--- src/rtl/imc_pkg.sv ---
// Shared types and helpers for the IMC majority sequencer.
// Program entry layout, LSB first: src_a, src_b, src_c, dst (ADDR_W bits each), then inv[2:0].
package imc_pkg;

    typedef enum logic [2:0] {
        IDLE  = 3'd0,
        RD_A  = 3'd1,
        RD_B  = 3'd2,
        RD_C  = 3'd3,
        CAP_C = 3'd4,
        WR    = 3'd5,
        DONE  = 3'd6
    } state_e;

    // Field slot indices inside a program entry; bit offset = slot * ADDR_W.
    localparam int FLD_SRC_A = 0;
    localparam int FLD_SRC_B = 1;
    localparam int FLD_SRC_C = 2;
    localparam int FLD_DST   = 3;
    localparam int FLD_INV   = 4;

    // Single-bit three-input majority.
    function automatic logic maj3(input logic a, input logic b, input logic c);
        return (a & b) | (a & c) | (b & c);
    endfunction

endpackage

--- src/rtl/imc_maj_prog_rf.sv ---
// Program store: DEPTH entries, one synchronous write port, one asynchronous read port.
// Contents are intentionally not reset; entries are undefined until written.
module imc_maj_prog_rf #(
    parameter  int DEPTH   = 8,
    parameter  int ENTRY_W = 23,
    localparam int PTR_W   = $clog2(DEPTH)
) (
    input  logic               clk,
    input  logic               we,
    input  logic [PTR_W-1:0]   wr_addr,
    input  logic [ENTRY_W-1:0] wr_data,
    input  logic [PTR_W-1:0]   rd_addr,
    output logic [ENTRY_W-1:0] rd_data
);

    logic [ENTRY_W-1:0] mem_q [DEPTH];

    // Write port: one entry per cycle when enabled.
    always_ff @(posedge clk) begin
        if (we) begin
            mem_q[wr_addr] <= wr_data;
        end
    end

    assign rd_data = mem_q[rd_addr];

endmodule

--- src/rtl/imc_maj_sequencer.sv ---
// IMC majority sequencer: runs up to DEPTH stored MAJ ops against the IMC array,
// five cycles per op (read A, read B, read C, capture C, write result).
// All memory-side outputs are registered; they are decoded from the next state.
// Optional feature macro: IMC_PERF_CNT_EN adds ops_done / run_cycles counters.
module imc_maj_sequencer
    import imc_pkg::*;
#(
    parameter  int DATA_W  = 32,
    parameter  int ADDR_W  = 5,
    parameter  int DEPTH   = 8,
    localparam int PTR_W   = $clog2(DEPTH),
    localparam int ENTRY_W = 4*ADDR_W + 3
) (
    input  logic               clk,
    input  logic               rst,
    input  logic               prog_we,
    input  logic [PTR_W-1:0]   prog_addr,
    input  logic [ENTRY_W-1:0] prog_data,
    input  logic [PTR_W:0]     op_count,
    input  logic               start,
    output logic               busy,
    output logic               done,
    output logic [ADDR_W-1:0]  mem_addr,
    output logic               mem_cs,
    output logic               mem_oe,
    output logic               mem_we,
    output logic [DATA_W-1:0]  mem_wdata,
    input  logic [DATA_W-1:0]  mem_rdata
`ifdef IMC_PERF_CNT_EN
    ,
    output logic [15:0]        ops_done,
    output logic [15:0]        run_cycles
`endif
);

    state_e              state_q, state_d;
    logic [PTR_W-1:0]    pc_q, pc_d;
    logic [PTR_W:0]      count_q, count_d;
    logic [DATA_W-1:0]   ra_q, ra_d;
    logic [DATA_W-1:0]   rb_q, rb_d;
    logic                busy_q, busy_d;
    logic                done_q, done_d;
    logic [ADDR_W-1:0]   mem_addr_q, mem_addr_d;
    logic                mem_cs_q, mem_cs_d;
    logic                mem_oe_q, mem_oe_d;
    logic                mem_we_q, mem_we_d;
    logic [DATA_W-1:0]   mem_wdata_q, mem_wdata_d;

    logic                prog_wr_en;
    logic [ENTRY_W-1:0]  rf_rdata;
    logic [ENTRY_W-1:0]  entry;
    logic [ADDR_W-1:0]   src_a, src_b, src_c, dst;
    logic [2:0]          inv;
    logic                last_op;

    // Program edits are only accepted while not running.
    assign prog_wr_en = prog_we && (state_q == IDLE || state_q == DONE);

    imc_maj_prog_rf #(
        .DEPTH   (DEPTH),
        .ENTRY_W (ENTRY_W)
    ) u_prog_rf (
        .clk     (clk),
        .we      (prog_wr_en),
        .wr_addr (prog_addr),
        .wr_data (prog_data),
        .rd_addr (pc_d),
        .rd_data (rf_rdata)
    );

    // Bypass so an entry written in the same cycle as start is seen by op 0.
    assign entry = (prog_wr_en && prog_addr == pc_d) ? prog_data : rf_rdata;
    assign src_a = entry[FLD_SRC_A*ADDR_W +: ADDR_W];
    assign src_b = entry[FLD_SRC_B*ADDR_W +: ADDR_W];
    assign src_c = entry[FLD_SRC_C*ADDR_W +: ADDR_W];
    assign dst   = entry[FLD_DST*ADDR_W   +: ADDR_W];
    assign inv   = entry[FLD_INV*ADDR_W   +: 3];

    assign last_op = ({1'b0, pc_q} == (count_q - (PTR_W+1)'(1)));

    // 0 runs one op; anything above DEPTH runs DEPTH ops.
    function automatic logic [PTR_W:0] clamp_count(input logic [PTR_W:0] n);
        logic [PTR_W:0] r;
        r = n;
        if (n == '0) begin
            r = (PTR_W+1)'(1);
        end else if (n > (PTR_W+1)'(DEPTH)) begin
            r = (PTR_W+1)'(DEPTH);
        end
        return r;
    endfunction

    // Next-state, program counter and operand capture.
    always_comb begin
        state_d = state_q;
        pc_d    = pc_q;
        count_d = count_q;
        ra_d    = ra_q;
        rb_d    = rb_q;
        case (state_q)
            IDLE: begin
                if (start) begin
                    count_d = clamp_count(op_count);
                    pc_d    = '0;
                    state_d = RD_A;
                end
            end
            RD_A:  state_d = RD_B;
            RD_B: begin
                ra_d    = mem_rdata;
                state_d = RD_C;
            end
            RD_C: begin
                rb_d    = mem_rdata;
                state_d = CAP_C;
            end
            // Row C is on mem_rdata now and is folded straight into wdata below.
            CAP_C: state_d = WR;
            WR: begin
                if (last_op) begin
                    state_d = DONE;
                end else begin
                    pc_d    = pc_q + PTR_W'(1);
                    state_d = RD_A;
                end
            end
            DONE:    state_d = IDLE;
            default: state_d = IDLE;
        endcase
    end

    // Registered memory interface and status, decoded from the state being entered.
    always_comb begin
        mem_addr_d  = '0;
        mem_cs_d    = 1'b0;
        mem_oe_d    = 1'b0;
        mem_we_d    = 1'b0;
        mem_wdata_d = '0;
        busy_d      = 1'b0;
        done_d      = 1'b0;
        case (state_d)
            RD_A: begin
                mem_addr_d = src_a;
                mem_cs_d   = 1'b1;
                mem_oe_d   = 1'b1;
                busy_d     = 1'b1;
            end
            RD_B: begin
                mem_addr_d = src_b;
                mem_cs_d   = 1'b1;
                mem_oe_d   = 1'b1;
                busy_d     = 1'b1;
            end
            RD_C: begin
                mem_addr_d = src_c;
                mem_cs_d   = 1'b1;
                mem_oe_d   = 1'b1;
                busy_d     = 1'b1;
            end
            CAP_C: busy_d = 1'b1;
            WR: begin
                mem_addr_d = dst;
                mem_cs_d   = 1'b1;
                mem_we_d   = 1'b1;
                busy_d     = 1'b1;
                for (int i = 0; i < DATA_W; i++) begin
                    mem_wdata_d[i] = maj3(ra_q[i] ^ inv[0], rb_q[i] ^ inv[1], mem_rdata[i] ^ inv[2]);
                end
            end
            DONE:    done_d = 1'b1;
            default: ;
        endcase
    end

    // Control state and outputs reset; captured operand rows are not.
    always_ff @(posedge clk) begin
        if (rst) begin
            state_q     <= IDLE;
            pc_q        <= '0;
            count_q     <= '0;
            busy_q      <= 1'b0;
            done_q      <= 1'b0;
            mem_addr_q  <= '0;
            mem_cs_q    <= 1'b0;
            mem_oe_q    <= 1'b0;
            mem_we_q    <= 1'b0;
            mem_wdata_q <= '0;
        end else begin
            state_q     <= state_d;
            pc_q        <= pc_d;
            count_q     <= count_d;
            busy_q      <= busy_d;
            done_q      <= done_d;
            mem_addr_q  <= mem_addr_d;
            mem_cs_q    <= mem_cs_d;
            mem_oe_q    <= mem_oe_d;
            mem_we_q    <= mem_we_d;
            mem_wdata_q <= mem_wdata_d;
        end
        ra_q <= ra_d;
        rb_q <= rb_d;
    end

    assign busy      = busy_q;
    assign done      = done_q;
    assign mem_addr  = mem_addr_q;
    assign mem_cs    = mem_cs_q;
    assign mem_oe    = mem_oe_q;
    assign mem_we    = mem_we_q;
    assign mem_wdata = mem_wdata_q;

`ifdef IMC_PERF_CNT_EN
    logic [15:0] ops_done_q, ops_done_d;
    logic [15:0] run_cycles_q, run_cycles_d;

    // Saturating counters: total ops since reset, and cycles of the latest run
    // (busy cycles plus the done cycle).
    always_comb begin
        ops_done_d   = ops_done_q;
        run_cycles_d = run_cycles_q;
        if (state_q == WR && ops_done_q != 16'hFFFF) begin
            ops_done_d = ops_done_q + 16'd1;
        end
        if (state_q == IDLE && start) begin
            run_cycles_d = '0;
        end else if ((busy_q || done_q) && run_cycles_q != 16'hFFFF) begin
            run_cycles_d = run_cycles_q + 16'd1;
        end
    end

    // Performance counter registers.
    always_ff @(posedge clk) begin
        if (rst) begin
            ops_done_q   <= '0;
            run_cycles_q <= '0;
        end else begin
            ops_done_q   <= ops_done_d;
            run_cycles_q <= run_cycles_d;
        end
    end

    assign ops_done   = ops_done_q;
    assign run_cycles = run_cycles_q;
`endif

endmodule

--- config.mk ---
export PLATFORM = sky130hd
export DESIGN_NAME = imc_maj_sequencer
export DESIGN_NICKNAME = d
export VERILOG_FILES = /design/src/rtl/imc_pkg.sv /design/src/rtl/imc_maj_prog_rf.sv /design/src/rtl/imc_maj_sequencer.sv
export SDC_FILE = /design/constraint.sdc
export NUM_CORES = 1
export LEC_CHECK = 0
export CORE_ASPECT_RATIO = 0.5
export CORE_UTILIZATION = 50
export CTS_CLUSTER_DIAMETER = 200
export CTS_CLUSTER_SIZE = 25
export DETAILED_ROUTE_END_ITERATION = 7
export PLACE_DENSITY = 0.7
export SLEW_MARGIN = 20
export SYNTH_ARGS = -nofsm -noshare
export SYNTH_HDL_FRONTEND = slang
export SYNTH_SLANG_ARGS = --single-unit
--- constraint.sdc ---
create_clock -name clk -period 8.6 [get_ports clk]
set_clock_uncertainty 0.2 [all_clocks]
set_input_delay 0.86 -clock clk [delete_from_list [all_inputs] [get_ports clk]]
set_output_delay 0.86 -clock clk [all_outputs]
set_load 0.05 [all_outputs]
* Yosys cells after proc, flatten, opt, wreduce, memory -nomap -nowiden
Memory sizes are Yosys's and may differ from the RTL's. Cells that the tools add are included.
Storage, ports and cells: RAM bits 184, register bits after elaboration 116, logic and storage cells 314, input port bits 66, memories kept 1, output and inout bits 42
Memories:
- u_prog_rf.mem_q | depth 8, bits a word 23, read ports 1, clocked after Yosys merged registers in 0, wr ports 1, RTL line imc_maj_prog_rf.sv:16 | logic [ENTRY_W-1:0] mem_q [DEPTH];
Operators by class: muxes and demuxes 17, add/subtract/negate cells 2, eq/ne operators 14, $lt $le $gt $ge 1, bitwise operators 257, reductions and logical operators 10
Operators by type and width (count):
- bitwise AND 1 bit | 96
- bitwise XOR 1 bit | 96
- bitwise OR 1 bit | 64
- 2-to-1 mux 23 bit | 1
- case mux 5 bit (4 select lines) | 1
- equality test 3 bit, second input constant | 6
- case mux 3 bit (6 select lines) | 1
- equality test 3 x 2 -> 1 bit, second input constant | 4
- 2-to-1 mux 3 bit | 4
- 2-to-1 mux 4 bit | 2
- 2-to-1 mux 1 bit | 7
- equality test 3 x 1 -> 1 bit, second input constant | 2
- case mux 3 bit (2 select lines) | 1
- OR reduction 5 bit | 1
- equality test 3 x 4 -> 1 bit | 1
- greater-than comparator 4 bit, second input constant | 1
- zero test 4 bit | 1
- OR reduction 4 bit | 1
- subtractor 4 x 1 -> 4 bit, second input constant | 1
- adder 3 x 1 -> 3 bit, second input constant | 1
- equality test 3 bit | 1
- zero test 3 bit | 1
- OR reduction 3 bit | 1
- logical AND 1 bit | 2
- other kinds (4) | 4

* Logic depth before layout (Yosys ltp)
depth in word-level cells 11, depth in mapped cells 15, mapped depth without buffers 12

* Hierarchy
A second synthesis with hierarchy kept.
Unflattened totals: cells, all modules 1293, area, all modules 15643.8 um2
By module, submodules not included:
- imc_maj_sequencer | cells each 1015, instances 1, area each 8538.2 um2
- imc_maj_prog_rf | cells each 278, instances 1, area each 7105.6 um2

* Worst setup path before layout
No wires, ideal clock.
kind register to register, from register count_q[0], to register mem_wdata_q[10], in the netlist mem_wdata[10], data arrival time 3.343 ns, setup slack 4.925 ns, cell stages (with the launch flop) 14, required time 8.268 ns, path through dfxtp_1 inv_1 ha_1 xor3_1 nor3_1 a21oi_1 mux2_1 xnor2_1 nor4_4 mux2i_2 buf_6 xnor2_1 o22ai_1 a21oi_1
Between the ends: cells in the longest elaborated chain, start to end 11
RTL lines:
- start, declared | RTL line imc_maj_sequencer.sv:38 | logic [PTR_W:0] count_q, count_d;
- start signal, assigned | RTL line imc_maj_sequencer.sv:191 | count_q <= count_d;
- subtractor 4 x 1 -> 4 bit * | RTL line imc_maj_sequencer.sv:79 | assign last_op = ({1'b0, pc_q} == (count_q - (PTR_W+1)'(1)));
- equality test 3 x 4 -> 1 bit * | RTL line imc_maj_sequencer.sv:79
- parallel branches: the longest is 9 deep, another holds memory (8 x 23 bit)
- end signal, assigned | RTL line imc_maj_sequencer.sv:198 | mem_wdata_q <= mem_wdata_d;
- end, declared | RTL line imc_maj_sequencer.sv:47 | logic [DATA_W-1:0] mem_wdata_q, mem_wdata_d;
Every way passes the cells marked *. A chain may end at the register's enable or synchronous reset.

* Worst setup path after layout
from input port start, to register mem_wdata_q[11], in the netlist mem_wdata[11]
Between the ends: cells in the longest elaborated chain, start to end 9
RTL lines:
- start, declared | RTL line imc_maj_sequencer.sv:20 | input logic start,
- parallel branches: the longest is 9 deep, another holds memory (8 x 23 bit)
Parallel ways; which one is timed is not known.

==> impl_results.md <==
* Post-synthesis register bit count at 300
* Comb pwr share at a little over an eighth
* All-Layer GR Usage at approximately 22%
* Placed instance area at approximately 0.014 mm2
* Initial antenna violation count at 0
* Min Hold Slack at 0.3598 ns
* Reg power frac at about three fifths
* Fill cells at 1904
* Clock Sink Count at 300
* Area Overhead vs Synth at 14.30%
* Internal at 0.002093 W
* Dpl cells at roughly 1500
* Switching share of power at approximately 25%
* Cell Rows at 40
* Fin nets at approximately 1200
* Mean area per synthesized cell at about 12 um2
* Post-CTS Setup Bufs at 0
* Setup TNS at 0 ns
* Multiplexer area fraction after synthesis at 0.7174%
* Largest net degree at the start of global routing at 79
* CTS resizes at 0
* Shortest period the worst path allows at between 5 and 6 ns
* TritonCTS clock tree: built
* Clock share of power at 27.7%
* Post-synthesis adder-cell area fraction at 0.1965%
* CP top delay family: simple AND/OR/NAND/NOR gates
* Least-Margin Pin Slew at approximately 1.1 ns
* Core area at 0.02447 mm2
* Simple-Gate Fraction of Synth Area at between 15 and 20%
* WL per Instance at ~19 um
* Critical-path cell list: clkdlybuf4s50_1 -> or4b_1 -> and2_4 -> a21oi_4 -> buf_4 -> xnor2_1 -> nor4_4 -> buf_4 -> nor2b_4 -> buf_4 -> o21a_1 -> o22ai_1 -> a21oi_1
* Storage element area at 0.008488 mm2
* DR vias/cell at roughly 5.8
* Crit start category: primary input
* Worst-case reg-to-reg path depth at 15
* Synth area leader: edfxtp_1
* Routability Congestion at between 0.7 and 0.8
* Post-route antenna net violation count at 0
* Synthesized area at about 0.013 mm2
* Synth top area cells: edfxtp_1, dfxtp_1, nand2_1
* Slowest cell on the critical path: nor2b_4
* Fmax at 191.4 MHz
* Pwr dens at between 150 and 200 mW/mm2
* XOR/XNOR Fraction of Synth Area at 5.002%
* Crit. End Element: register
* Layout cells sized above 1 at around 5%
* Buffers on Ports at about 110
* Synth top area share at roughly 58%
* Post-synthesis sequential area ratio at between 60 and 70%
* Final WL at 28.66 mm
* CTS Buf Count at 15
* Slowest stage delay, CP at roughly 0.90 ns
* RSZ-0062 raised after global routing: no
* Final hold viol count at 0
* Root buffer cell: clkbuf_16
* DR iter-0 viols at 874
* # diodes at 0
* Number of synthesized flops with an enable pin at about 250
* Worst-Skew Late Latency at between 0.4 and 0.5 ns
* DRC viols at 0
* Buf/Inv on CP at 4
* YS warnings at 0
* Max Fanout on Critical Path at 52
* Status: finished clean
* Critical Path Most Common Cell: buf_4
* Die height at 114.8 um
* Max cap viols at 0
* Largest family of logic cells by synthesized area: simple AND/OR/NAND/NOR gates
* Crit Path Class: primary input to register
* First-pass GRT wire length at approximately 45 mm
* I/O pin cnt at about 110
* Min-Delay Path Class: register to register
* DRT Pass-1 Iters at 5
* Most frequent cells in the layout: edfxtp_1, nand2_1, nand3_1
* Area of the multi-input gates at 0.004010 mm2
* Post-synth cell types at 56
* Leak Pwr at 4.787 nW
* Arrival time at the worst endpoint at approximately 5.4 ns
* Synth Area in Compound Gates at a little under a tenth
* Initial Utilization at a little over half
* NetSw at about 0.00069 W
* Hold_buf cts at 0
* Syn_nets at 1138
* H-tree depth at 1
* Gr ovfl total at 0
* Peak supply drop at approximately 0.00011 V
* Overall Power at 0.002779 W
* Synth async-reset ratio at 0%
* Final setup fails at 0
* Period utilization at around three fifths
* Synth Instances at ~1100
* Bufs on Longest Clock Path at 3
* Vias in the first global route at 8457
* Full die area at around 0.026 mm2
* Cell area after layout at 0.01455 mm2
* Hold Path Stages at 2
* Via count at 8684
* Rel. slew slack at ~27%
* Die width at roughly 230 um
* CP required at slightly below 9 ns
* Synth Flop Type: edfxtp_1
* Hpwl dp at around 17 mm
* Finished Layout Cells at between 1000 and 1500
* Most common cell after layout, fill and taps aside: edfxtp_1
* Final Max Tran Viols at 0
* Crit path depth at 13
* Clk pin slew, worst setup/hold paths at 0.10 ns
## worst paths after layout
| check | startpoint | endpoint | slack, ns |
|---|---|---|---|
| max reg2reg | count_q[0] | mem_wdata[11] | 3.53 |
| min reg2reg | count_q[2] | count_q[2] | 0.36 |
| min | count_q[2] | count_q[2] | 0.36 |
| max | start | mem_wdata[11] | 3.38 |
## power groups by stage
stage               logic (W)  registers (W)  clock network (W)
floorplan            0.000216        0.00170                  0
global placement     0.000352        0.00168                  0
detailed placement   0.000362        0.00168                  0
CTS                  0.000364        0.00165           0.000778
global route         0.000394        0.00165           0.000827
finish               0.000363        0.00165           0.000769
## synth_stat cells, types with 6 or more instances
library cell / instances
a211oi_1: 8
a21oi_1: 60
a222oi_1: 7
buf_1: 12
buf_6: 6
clkbuf_1: 40
dfxtp_1: 52
edfxtp_1: 248
nand2_1: 222
nand3_1: 117
nor2_1: 23
nor3_1: 40
nor3b_1: 6
o21a_1: 32
o22ai_1: 36
xnor2_1: 70
## flip-flops by register name, summed over array words and instances, names as in the netlist, 3 cells and up
name	cells
u_prog_rf.mem_q	184
mem_wdata	32
ra_q	32
rb_q	32
mem_addr	5
count_q	4
pc_q	3
state_q	3
## cell families (layout without fill, tap and decap cells)
| kind of cell | after synthesis | count (layout) |
|---|---|---|
| and+or+nand+nor | 437 | 437 |
| muxes | 8 | 8 |
| xor gates and xnor gates | 71 | 71 |
| DFF | 300 | 300 |
| buffers and inverters | 70 | 155 |
| adders and majority gates | 2 | 2 |
| AOI/OAI and AO/OA | 182 | 182 |
## stage by stage
stage	setup WS [ns]	utilization [%]
5_1_grt	3.062	59.46
6_report	3.375	59.46
3_3_place_gp	3.040	57.79
2_1_floorplan	4.925	-
4_1_cts	3.404	59.46
3_5_place_dp	2.882	57.79
## final cells by class
class,count,share of cell area (%)
Clock buffer,24,2.811
Inverter,7,0.1806
Multi-Input combinational cell,700,27.56
Sequential cell,300,58.33
Tap cell,336,2.889
Timing Repair Buffer,124,8.237
## tightest hold or removal path, stage by stage, from the launching register on
cell and delay, ns:
dfxtp_1 0.35, a21oi_1 0.13, nor2_1 0.05
## layer usage
| metal | vias up | part of all wire (%) | global-route usage (%) |
|---|---|---|---|
| met3 | 37 | 6.4 | 2.939 |
| met1 | 4272 | 43 | 29.51 |
| met4 | 0 | 1.7 | 5.056 |
| met2 | 312 | 49 | 38.56 |
| met5 | - | 0 | 0 |
| li1 | 4063 | - | - |
(Power assumes the default switching activity.)
